`config.mk`:
```
export PLATFORM = sky130hd
export DESIGN_NAME = bt_stream_tx_scheduler
export DESIGN_NICKNAME = d
export VERILOG_FILES = /design/src/rtl/bt_stream_tx_scheduler.sv
export SDC_FILE = /design/constraint.sdc
export NUM_CORES = 1
export LEC_CHECK = 0
export ABC_AREA = 1
export CELL_PAD_IN_SITES_DETAIL_PLACEMENT = 0
export CELL_PAD_IN_SITES_GLOBAL_PLACEMENT = 1
export CORE_MARGIN = 2
export CORE_UTILIZATION = 36
export CTS_CLUSTER_DIAMETER = 30
export DETAILED_ROUTE_END_ITERATION = 12
export HOLD_SLACK_MARGIN = 0.03
export PLACE_DENSITY = 0.8
export REMOVE_ABC_BUFFERS = 1
export SLEW_MARGIN = 5
export SYNTH_ARGS = -nofsm -noshare
export SYNTH_HDL_FRONTEND = slang
export SYNTH_SLANG_ARGS = --single-unit
```
`constraint.sdc`:
```
create_clock -name clk_i -period 3.3 [get_ports clk_i]
set_input_delay 0.495 -clock clk_i [delete_from_list [all_inputs] [get_ports clk_i]]
set_output_delay 0.495 -clock clk_i [all_outputs]
set_load 0.05 [all_outputs]
```
`src/rtl/bt_stream_tx_scheduler.sv`:
```
// Round-robin framer sharing one UART transmitter among stream FIFOs: header {A,id} then payload bytes.
// Grant-to-uart_start one cycle; each byte waits for uart_done, then spacing_limit idle cycles per packet.
module bt_stream_tx_scheduler #(
    parameter int NUM_STREAMS   = 4,
    parameter int PAYLOAD_BYTES = 4
) (
    input  logic                     clk_i,
    input  logic                     reset_i,
    input  logic                     enable_i,
    input  logic [9:0]               spacing_limit_i,
    input  logic [NUM_STREAMS-1:0]   stream_ready_i,
    input  logic [8*NUM_STREAMS-1:0] stream_data_i,
    output logic [NUM_STREAMS-1:0]   stream_pop_o,
    output logic                     uart_start_o,
    output logic [7:0]               uart_byte_o,
    input  logic                     uart_done_i,
    output logic [3:0]               grant_id_o,
    output logic                     busy_o,
    output logic [15:0]              packets_sent_o
);
    typedef enum logic [1:0] {S_IDLE, S_WAIT_HDR, S_WAIT_BYTE, S_GAP} state_t;

    localparam logic [3:0] LAST_INIT = 4'(NUM_STREAMS - 1);
    localparam logic [7:0] LAST_BYTE = 8'(PAYLOAD_BYTES - 1);

    state_t                 state_q, state_d;
    logic [3:0]             grant_q, grant_d;
    logic [3:0]             last_q, last_d;
    logic [7:0]             byte_cnt_q, byte_cnt_d;
    logic [9:0]             gap_cnt_q, gap_cnt_d;
    logic                   uart_start_q, uart_start_d;
    logic [7:0]             uart_byte_q, uart_byte_d;
    logic [NUM_STREAMS-1:0] pop_q, pop_d;
    logic [15:0]            pkts_q, pkts_d;
    logic                   busy_q;

    logic [15:0]  ready_ext;
    logic [127:0] data_ext;
    logic [7:0]   head_dat;
    logic         done_vld;
    logic         pick_vld;
    logic [3:0]   pick_id;
    logic [4:0]   cand;

    assign ready_ext = 16'(stream_ready_i);
    assign data_ext  = 128'(stream_data_i);
    assign head_dat  = data_ext[{grant_q, 3'b000} +: 8];
    // A done that lands while start is still high cannot belong to the byte just launched.
    assign done_vld  = uart_done_i && !uart_start_q;

    // Scan from farthest to nearest so the stream closest after last_q wins.
    always_comb begin
        pick_vld = 1'b0;
        pick_id  = '0;
        cand     = '0;
        for (int k = NUM_STREAMS; k >= 1; k--) begin
            cand = 5'(int'(last_q) + k);
            if (cand >= 5'(NUM_STREAMS)) begin
                cand = cand - 5'(NUM_STREAMS);
            end
            if (ready_ext[cand[3:0]]) begin
                pick_vld = 1'b1;
                pick_id  = cand[3:0];
            end
        end
    end

    always_comb begin
        state_d      = state_q;
        grant_d      = grant_q;
        last_d       = last_q;
        byte_cnt_d   = byte_cnt_q;
        gap_cnt_d    = gap_cnt_q;
        uart_start_d = 1'b0;
        uart_byte_d  = uart_byte_q;
        pop_d        = '0;
        pkts_d       = pkts_q;
        case (state_q)
            S_IDLE: begin
                if (enable_i && pick_vld) begin
                    grant_d      = pick_id;
                    last_d       = pick_id;
                    uart_byte_d  = {4'hA, pick_id};
                    uart_start_d = 1'b1;
                    byte_cnt_d   = '0;
                    state_d      = S_WAIT_HDR;
                end
            end
            S_WAIT_HDR: begin
                if (done_vld) begin
                    uart_byte_d  = head_dat;
                    uart_start_d = 1'b1;
                    pop_d        = NUM_STREAMS'(16'd1 << grant_q);
                    state_d      = S_WAIT_BYTE;
                end
            end
            S_WAIT_BYTE: begin
                if (done_vld) begin
                    if (byte_cnt_q < LAST_BYTE) begin
                        byte_cnt_d   = byte_cnt_q + 8'd1;
                        uart_byte_d  = head_dat;
                        uart_start_d = 1'b1;
                        pop_d        = NUM_STREAMS'(16'd1 << grant_q);
                    end else begin
                        pkts_d    = pkts_q + 16'd1;
                        gap_cnt_d = '0;
                        state_d   = (spacing_limit_i != 10'd0) ? S_GAP : S_IDLE;
                    end
                end
            end
            S_GAP: begin
                gap_cnt_d = gap_cnt_q + 10'd1;
                // >= rather than == so a limit lowered mid-gap still releases the transmitter.
                if (({1'b0, gap_cnt_q} + 11'd1) >= {1'b0, spacing_limit_i}) begin
                    state_d = S_IDLE;
                end
            end
            default: state_d = S_IDLE;
        endcase
    end

    always_ff @(posedge clk_i) begin
        if (reset_i) begin
            state_q      <= S_IDLE;
            grant_q      <= '0;
            last_q       <= LAST_INIT;
            byte_cnt_q   <= '0;
            gap_cnt_q    <= '0;
            uart_start_q <= 1'b0;
            uart_byte_q  <= '0;
            pop_q        <= '0;
            pkts_q       <= '0;
            busy_q       <= 1'b0;
        end else begin
            state_q      <= state_d;
            grant_q      <= grant_d;
            last_q       <= last_d;
            byte_cnt_q   <= byte_cnt_d;
            gap_cnt_q    <= gap_cnt_d;
            uart_start_q <= uart_start_d;
            uart_byte_q  <= uart_byte_d;
            pop_q        <= pop_d;
            pkts_q       <= pkts_d;
            busy_q       <= (state_d != S_IDLE);
        end
    end

    assign stream_pop_o   = pop_q;
    assign uart_start_o   = uart_start_q;
    assign uart_byte_o    = uart_byte_q;
    assign grant_id_o     = grant_q;
    assign busy_o         = busy_q;
    assign packets_sent_o = pkts_q;

endmodule
```
Word level (Yosys, flattened, before mapping)
Index checks and enable logic that the tools add are counted.

Input port bits: 50. Flip-flop bits (word level): 58. Output and inout bits: 34. Logic and storage cells: 105.

Order comparisons: 10. Equal/unequal tests: 8. Bitwise gates (word level): 1. $add $sub $neg: 12. Shifts and indexed selects: 2. Reduce and logical (&&, ||, !) cells: 14. Mux-type cells: 48.

Operator list (count): $shiftx A128 B8 Y8 (1); $mux W8 (7); $mux W4 (11); $pmux W8 S3 (1); $ge A5 B3 Y1 const B (4); $lt A4 B5 Y1 const B (4); $mux W10 (2); $pmux W10 S2 (1); $add A16 B1 Y16 const B (1); $bmux W1 S4 (4); $pmux W8 S2 (1); $sub A4 B3 Y4 const B (4); $mux W1 (12); $mux W2 (6); $add A10 B1 Y11 const B (1); $ge A11 B10 Y1 (1); $add A10 B1 Y10 const B (1); $add A4 B2 Y5 const B (2); $ne A2 B2 Y1 const B (5); $reduce_bool A10 Y1 (1); $add A8 B1 Y8 const B (1); $lt A8 B2 Y1 const B (1); $pmux W2 S4 (1); $pmux W4 S2 (1); other kinds (16) (21).

Logic depth before layout (Yosys ltp)
Gate-level depths: netlist of the first run.

Word-level depth: 13. Gate-level depth with buffers: 22. Depth with buffers taken out: 21.

Worst setup path after synthesis of the first run
No wires, ideal clock.

Path kind: reg2reg. Start point: register last_q[1]. End point: register uart_byte_q[3] (netlist: uart_byte_o[3]). Cell stages (with the launch flop): 23. Data arrival time: 2155 ps. Data required time: 3172 ps. Path buffers: 1. Setup time: 128 ps. Clock period less this slack: 2283 ps. Setup slack: 1017 ps. Path through: dfxtp_1 > inv_1 > ha_1 > nand2_1 > nand2_1 > nand2_1 > nand2_1 > ha_1 > nand2_1 > o21ai_0 > nor2_1 > nand2_1 > nand2_1 > nand2_2 > nand3_2 > nand2_4 > nand2_4 > nand2_4 > inv_4 > buf_8 > nand2_2 > o21ai_2 > nor2_2.

Word-level cells in the longest chain between the ends: 12. Elaborated cells on any way between the ends: 37. Classes of those cells: 8 x add/sub; 4 x order compare; 1 x eq/ne; 22 x mux; 2 x reduce/logical.

Ends and longest elaborated chain: from (decl) (line 28) `logic [3:0] last_q, last_d;`; from (signal assigned) (line 137) `last_q <= last_d;`; $add A4 B3 Y5 (line 57) `cand = 5'(int'(last_q) + k);`; $sub A4 B3 Y4 / $ge A5 B3 Y1 (equally long branches) (line 59, 58); $mux W4 (line 58) `if (cand >= 5'(NUM_STREAMS)) begin`; $bmux W1 S4 (line 61) `if (ready_ext[cand[3:0]]) begin`; $mux W1 (implied by the code) (line 61); $mux W1 (4 in series) (line 61); $logic_and A1 B1 Y1 (line 80) `if (enable_i && pick_vld) begin`; $ne A2 B2 Y1 (no source line); $reduce_and A5 Y1 (no source line); to (signal assigned) (line 141) `uart_byte_q <= uart_byte_d;`; to (decl) (line 32) `logic [7:0] uart_byte_q, uart_byte_d;`.

Parallel ways exist; a longest one is shown, timed or not. The select of a mux whose other input is x is not followed. A chain may end at the register's enable or synchronous reset.

Worst setup path after layout of the first run
Start point: register grant_q[2] (netlist: grant_id_o[2]). End point: register uart_byte_q[2] (netlist: uart_byte_o[2]).

Word-level cells in the longest chain between the ends: 4. Elaborated cells on any way between the ends: 5. Classes of those cells: 1 x shift; 4 x mux.

Ends and longest elaborated chain: from (decl) (line 27) `logic [3:0] grant_q, grant_d;`; from (signal assigned) (line 136) `grant_q <= grant_d;`; $shiftx A128 B8 Y8 * (line 47) `assign head_dat = data_ext[{grant_q, 3'b000} +: 8];`; $mux W8 (line 99) `if (byte_cnt_q < LAST_BYTE) begin`; $mux W8 (line 98) `if (done_vld) begin`; $pmux W8 S3 * (line 78) `case (state_q)`.

Mark *: on every way between the ends. The rest lies on a longest branch, timed or not. The select of a mux whose other input is x is not followed.

==> impl_metrics.py, run 1 <==
metrics = {
    "routing": {
        "drt_pass1_iterations": 4,
        "post_drt_via_cell_ratio": 4.77,
        "dr_total_vias": 3665,
        "ant_nets": 0,
        "drc_errors": 0,
        "wl_um": 9040,
        "wire_per_inst_um": 11.8,
        "initialDrtViolationCount": 135,
    },
    "logic_synthesis": {
        "synth_seq_cells": 56,
        "yosysSeqAreaShare": 0.296,
        "synth_area_um2": 3780,
        "synth_top_area_share": 0.296,
        "yosysWarnings": 0,
        "synth_edf_count": 0,
        "ys_types": 43,
        "yosysTopAreaCell": "dfxtp_1",
        "synth.avg_cell_area_um2": 6.82,
        "synthTopCellsByArea": "dfxtp_1 (30%), nand2_1 (12%), ha_1 (10%), inv_1 (7.3%), nor2_1 (5.8%)",
        "synthCells": 555,
        "async_flop_share": 0,
        "synth_ff_type": "dfxtp_1",
    },
    "clock_network": {
        "postCtsSetupRepairBufs": 0,
        "cts_max_level": 2,
        "holdBufCountCts": 0,
        "clockBufferDepth": 2,
        "cts-root-buf": "clkbuf_8",
        "clock_latency_ns": 0.32,
        "clkTransAtPathRegs_ns": 0.11,
        "cts_tree": "built",
        "cts_resized": 0,
        "cts_sinks": 56,
        "cts-buffers-inserted": 5,
    },
    "global_route": {
        "grt-ovfl-total": 0,
        "antenna_found_initial": 0,
        "use_met2": 0.266,
        "grtUsageMet1": 0.213,
        "grt_pass1_wl_um": 15100,
        "use_met3": 0.0325,
        "busiest_layer": "met2",
        "grt_usage": 0.159,
        "grt_pass1_vias": 3404,
        "grt_max_degree": 34,
    },
    "hold_path": {
        "worstHoldPathCells": 2,
        "worst_hold_path_type": "register to register",
        "hp-start": "packets_sent_o[12]$_SDFFE_PP0P_",
        "hold_path_end": "packets_sent_o[12]$_SDFFE_PP0P_",
    },
    "power_and_ir_drop": {
        "leakage_nw": 2.10,
        "power_density_nw_per_um2": 639,
        "ir_drop_v": 0.000610,
    },
    "place": {
        "gp_congestion": 0.784,
        "hpwl_um": 7060,
        "dpl_cell_area_um2": 4700,
        "port_buffers": 83,
    },
    "cells_and_area": {
        "multi_input_area_um2": 2260,
        "drive_gt1_frac": 0.0728,
        "layout_common_cells": "nand2_1 (120), clkdlybuf4s50_1 (83), inv_1 (74)",
        "nets": 712,
        "diodes": 0,
        "fillers": 1110,
        "area_growth_pct": 26.8,
        "final-seq-area_um2": 1120,
        "final_cell_area_um2": 4800,
        "mostFrequentLayoutCell": "nand2_1",
    },
    "floorplanning": {
        "initial_core_util": 0.368,
        "io-pin-count": 84,
        "die_y_um": 107,
        "die_area_um2": 11300,
        "die_x_um": 107,
        "core_area_um2": 10300,
        "rows": 37,
    },
    "sta": {
        "rsz0062_at_grt": "false",
        "finalCritPeriodShare": 0.816,
        "maxSlewViolCount": 0,
        "fin_skew_ns": 0.0148,
        "post-route-min-period_ns": 2.69,
        "final.setup.tns_ns": 0,
        "tightestPinTransition_ns": 0.651,
        "hold_viol_final": 0,
        "relSlewSlack": 0.565,
        "setup_viol": 0,
        "fmax_ghz": 0.371,
    },
    "worst_setup_path": {
        "endpoint_kind": "register",
        "start_kind": "register",
        "path_class": "register to register",
        "reg2reg_slack_ns": 0.61,
        "reg2regPathDepth": 19,
        "worstPathMaxFanout": 11,
        "crit_arrival_ns": 2.89,
        "r2r_start": "grant_id_o[2]$_SDFFE_PP0P_",
        "required_ns": 3.49,
        "rr_endpoint": "uart_byte_o[2]$_SDFFE_PP0P_",
    },
    "flow_run": {
        "drv_cap": 0,
    },
    "run_status": {
        "run_status": "finished clean",
    },
}
==> registers in the layout, summed over array words and instances, names as in the netlist <==
name	cells
stream_pop_o	4
byte_cnt_q	8
packets_sent_o	16
gap_cnt_q	10
state_q	2
last_q	2
uart_byte_o	8
grant_id_o	4
uart_start_o	1
busy_o	1
==> routing by layer <==
layer,vias up,part of all wire
met1,1654,0.49
met2,63,0.46
met5,-,0
met3,4,0.045
met4,0,0.0085
li1,1944,-
==> cell usage after synthesis (all sizes together) (3+ instances only) <==
library cell and count:
a21boi 3, a211oi 3, clkbuf 9, nand3 33, xnor2 6, nand2 132, nand3b 3, o22ai 8
nand4 11, nor2 67, inv 80, dfxtp 56, o21ai 44, nor3 8, xor2 6, buf 7
nor4 3, ha 31, nor3b 6, a21oi 32
==> worst max path at each step <==
stage	from	end	cells past startpoint
after floorplan	grant_id_o[2]$_SDFFE_PP0P_	uart_byte_o[2]$_SDFFE_PP0P_	19
after global placement	grant_id_o[2]$_SDFFE_PP0P_	byte_cnt_q[0]$_SDFFE_PP0P_	17
after detailed placement	grant_id_o[2]$_SDFFE_PP0P_	byte_cnt_q[1]$_SDFFE_PP0P_	17
after CTS	grant_id_o[2]$_SDFFE_PP0P_	uart_byte_o[2]$_SDFFE_PP0P_	19
after global routing	grant_id_o[2]$_SDFFE_PP0P_	last_q[1]$_SDFFE_PP1P_	17
final	grant_id_o[2]$_SDFFE_PP0P_	uart_byte_o[2]$_SDFFE_PP0P_	19
==> final cells by class <==
| cell class | count | share of cell area |
|---|---|---|
| Clock buffer | 5 | 0.0143 |
| Multi-Input combinational cell | 402 | 0.471 |
| Inverter | 81 | 0.0644 |
| Sequential cell | 56 | 0.234 |
| Timing Repair Buffer | 85 | 0.176 |
| Tap cell | 136 | 0.0355 |
| Clock inverter | 3 | 0.00522 |
==> stage by stage <==
step                hold slack [ns]  std cells  total power, mW  worst slack, ns  utilization
floorplan                     0.452        539             2.23            0.521            -
global placement              0.456        760             2.66            0.682        0.458
detailed placement            0.458        760             2.69            0.601        0.458
CTS                           0.477        768             3.10            0.587        0.467
global route                  0.495        768             3.35            0.289        0.467
finish                        0.471        768             3.06            0.607        0.467
==> kinds of logic (layout without fill, tap and decap cells) <==
family / count (synthesis) / count (layout) / share of synthesized area
AND/OR/NAND/NOR: 263 / 263 / 0.315
buffers and inverters: 97 / 174 / 0.107
AO/OA/AOI/OAI: 96 / 96 / 0.145
flip-flops: 56 / 56 / 0.296
adder cells (fa/ha/maj): 31 / 31 / 0.103
XOR/XNOR: 12 / 12 / 0.0347
==> worst max-delay path, cell delays in order, from the launching register on <==
cell and delay, ns:
dfxtp_1 0.71, ha_1 0.31, nand2_1 0.08, xor2_1 0.19
inv_2 0.06, ha_1 0.18, nand2_1 0.05, nand2_1 0.05
nor2_2 0.12, nand2_2 0.06, nand2_2 0.06, nand2_2 0.06
nand3_2 0.09, nand2_4 0.08, nand2_4 0.07, nand2_4 0.07
inv_4 0.15, nand2_1 0.06, o21ai_1 0.07, nor2_1 0.04
==> power breakdown <==
group          internal, mW  switching [mW]  total (mW)  leakage (nW)
clock network         0.156           0.243       0.398        0.0452
logic                 0.645            1.14        1.79          1.60
registers             0.769           0.107       0.876         0.455
(Power assumes the default switching activity.)
==> inputs of run 2 (changes only) <==
clock period = 2.66 ns   (was 3.3 ns; I/O delays follow)
==> run 2 against run 1 <==
Global-route usage increased by 0.58 points; cell count increased by 1.0%; setup slack got worse by 0.32 ns; routed wire length increased by 2.4%; largest cell class unchanged; register-to-register slack got worse by 0.32 ns; worst hold slack improved by 0.0035 ns; non-clock buffer count increased by 8; highest routed layer unchanged; flip-flop and latch count unchanged; final area increased by 2.4%; sequential share of layout area decreased by 0.32 points; critical endpoint unchanged.
==> impl_metrics.py, run 2 (synthesized netlist as in run 1, its figures left out) <==
metrics = {
    "floorplanning": {
        "core_area_um2": 10300,
        "initial_core_util": 0.368,
        "die_y_um": 107,
        "die_x_um": 107,
        "io-pin-count": 84,
        "rows": 37,
        "die_area_um2": 11300,
    },
    "routing": {
        "ant_nets": 0,
        "dr_total_vias": 3655,
        "wire_per_inst_um": 11.9,
        "initialDrtViolationCount": 108,
        "post_drt_via_cell_ratio": 4.71,
        "wl_um": 9250,
        "drc_errors": 0,
        "drt_pass1_iterations": 5,
    },
    "power_and_ir_drop": {
        "leakage_nw": 2.16,
        "ir_drop_v": 0.000635,
        "p_total_mw": 3.97,
        "power_density_nw_per_um2": 809,
    },
    "clock_network": {
        "cts_tree": "built",
        "clockBufferDepth": 2,
        "clkTransAtPathRegs_ns": 0.11,
        "cts_sinks": 56,
        "cts_max_level": 2,
        "cts-buffers-inserted": 5,
        "postCtsSetupRepairBufs": 0,
        "cts-root-buf": "clkbuf_8",
        "clock_latency_ns": 0.32,
    },
    "hold_path": {
        "hold_path_end": "packets_sent_o[12]$_SDFFE_PP0P_",
        "hp-start": "packets_sent_o[12]$_SDFFE_PP0P_",
        "worst_hold_path_type": "register to register",
        "worstHoldPathCells": 2,
    },
    "cells_and_area": {
        "area_growth_pct": 29.9,
        "stdcell_count": 776,
        "layout_common_cells": "nand2_1 (120), clkdlybuf4s50_1 (83), inv_1 (74)",
        "diodes": 0,
        "final_util": 0.478,
        "largest_register_ffs": 16,
        "multi_input_area_um2": 2280,
        "mostFrequentLayoutCell": "nand2_1",
        "fillers": 1044,
        "drive_gt1_frac": 0.0984,
        "nets": 720,
        "final-seq-area_um2": 1130,
    },
    "sta": {
        "hold_ws_ns": 0.475,
        "hold_viol_final": 0,
        "finalCritPeriodShare": 0.893,
        "setup_viol": 0,
        "fin_skew_ns": 0.0169,
        "fmax_ghz": 0.421,
        "post-route-min-period_ns": 2.37,
        "maxSlewViolCount": 0,
        "tightestPinTransition_ns": 0.672,
        "rsz0062_at_grt": "false",
        "final.setup.tns_ns": 0,
        "relSlewSlack": 0.551,
    },
    "worst_setup_path": {
        "cp_top_family": "simple AND/OR/NAND/NOR gates",
        "cp_cell_sequence": "inv_1 -> ha_1 -> nand2_1 -> nand2_1 -> nand2_1 -> nand2_1 -> ha_1 -> nand2_1 -> o21ai_0 -> nor2_1 -> nand2_1 -> nand2_1 -> nand2_2 -> nand3_2 -> nand2_4 -> nand2_4 -> nand2_4 -> inv_4 -> nand2_1 -> o21ai_1 -> nor2_1",
        "path_buf_inv": 2,
        "cp_common_cell": "nand2_1",
        "start_kind": "register",
        "crit_slowest_cell": "dfxtp_4",
        "path_class": "register to register",
        "rr_endpoint": "uart_byte_o[2]$_SDFFE_PP0P_",
        "worstPathMaxFanout": 11,
        "crit_arrival_ns": 2.56,
        "reg2reg_slack_ns": 0.29,
        "r2r_start": "last_q[1]$_SDFFE_PP1P_",
        "endpoint_kind": "register",
        "required_ns": 2.85,
        "slowest_delay_ns": 0.41,
        "reg2regPathDepth": 21,
    },
    "place": {
        "port_buffers": 83,
        "gp_congestion": 0.813,
        "hpwl_um": 7240,
        "place_inst": 768,
    },
    "global_route": {
        "grt_usage": 0.165,
        "grt_pass1_wl_um": 15500,
        "grt_pass1_vias": 3487,
        "grt-ovfl-total": 0,
        "grt_max_degree": 34,
        "antenna_found_initial": 0,
    },
    "flow_run": {
        "drv_cap": 0,
    },
    "run_status": {
        "run_status": "finished clean",
    },
}
-- run 2: area by class of cell --
class,instances,area share
well taps,136,0.0346
flip-flops and latches,56,0.230
clock inverters,2,0.00789
repair buffers,93,0.184
multi-input cells,402,0.465
clock buffers,6,0.0148
inverters,81,0.0629
-- run 2: power by group --
part	internal, mW	leakage, nW	switching, mW
registers	0.960	0.457	0.114
logic	0.867	1.65	1.46
clock network	0.285	0.0558	0.285
total	2.11	2.16	1.86
-- run 2: worst min-delay path, stage by stage (launching register included) --
cell,delay [ns]
dfxtp_1,0.34
inv_1,0.05
a21oi_1,0.05
-- run 2: metrics by stage --
step | worst slack, ns | instance area [um2]
detailed placement | 0.130 | 4760
global route | 0.0152 | 4910
global placement | 0.171 | 4760
finish | 0.285 | 4910
floorplan | -0.119 | 3690
CTS | 0.116 | 4870
-- run 2: worst max path at each step --
stage,slack (ns),endpoint,cells after the start,start
global route,0.02,uart_byte_o[2]$_SDFFE_PP0P_,21,last_q[1]$_SDFFE_PP1P_
global placement,0.17,uart_byte_o[2]$_SDFFE_PP0P_,21,last_q[1]$_SDFFE_PP1P_
finish,0.29,uart_byte_o[2]$_SDFFE_PP0P_,21,last_q[1]$_SDFFE_PP1P_
CTS,0.12,last_q[1]$_SDFFE_PP1P_,19,last_q[1]$_SDFFE_PP1P_
floorplan,-0.12,uart_byte_o[2]$_SDFFE_PP0P_,19,grant_id_o[2]$_SDFFE_PP0P_
detailed placement,0.13,last_q[1]$_SDFFE_PP1P_,19,last_q[1]$_SDFFE_PP1P_
-- run 2: timing repair --
action | CTS | global route
resized for setup | 0 | 15
hold buffers | 0 | 0
setup endpoints to repair | 0 | 26
-- run 2: routing by layer --
metal	part of all wire	vias to the layer above	routed length (um)	global-route usage
li1	-	1957	-	-
met3	0.036	8	334	0.0331
met1	0.49	1637	4500	0.217
met2	0.46	53	4290	0.278
met5	0	-	0	0
met4	0.013	0	118	0.0399
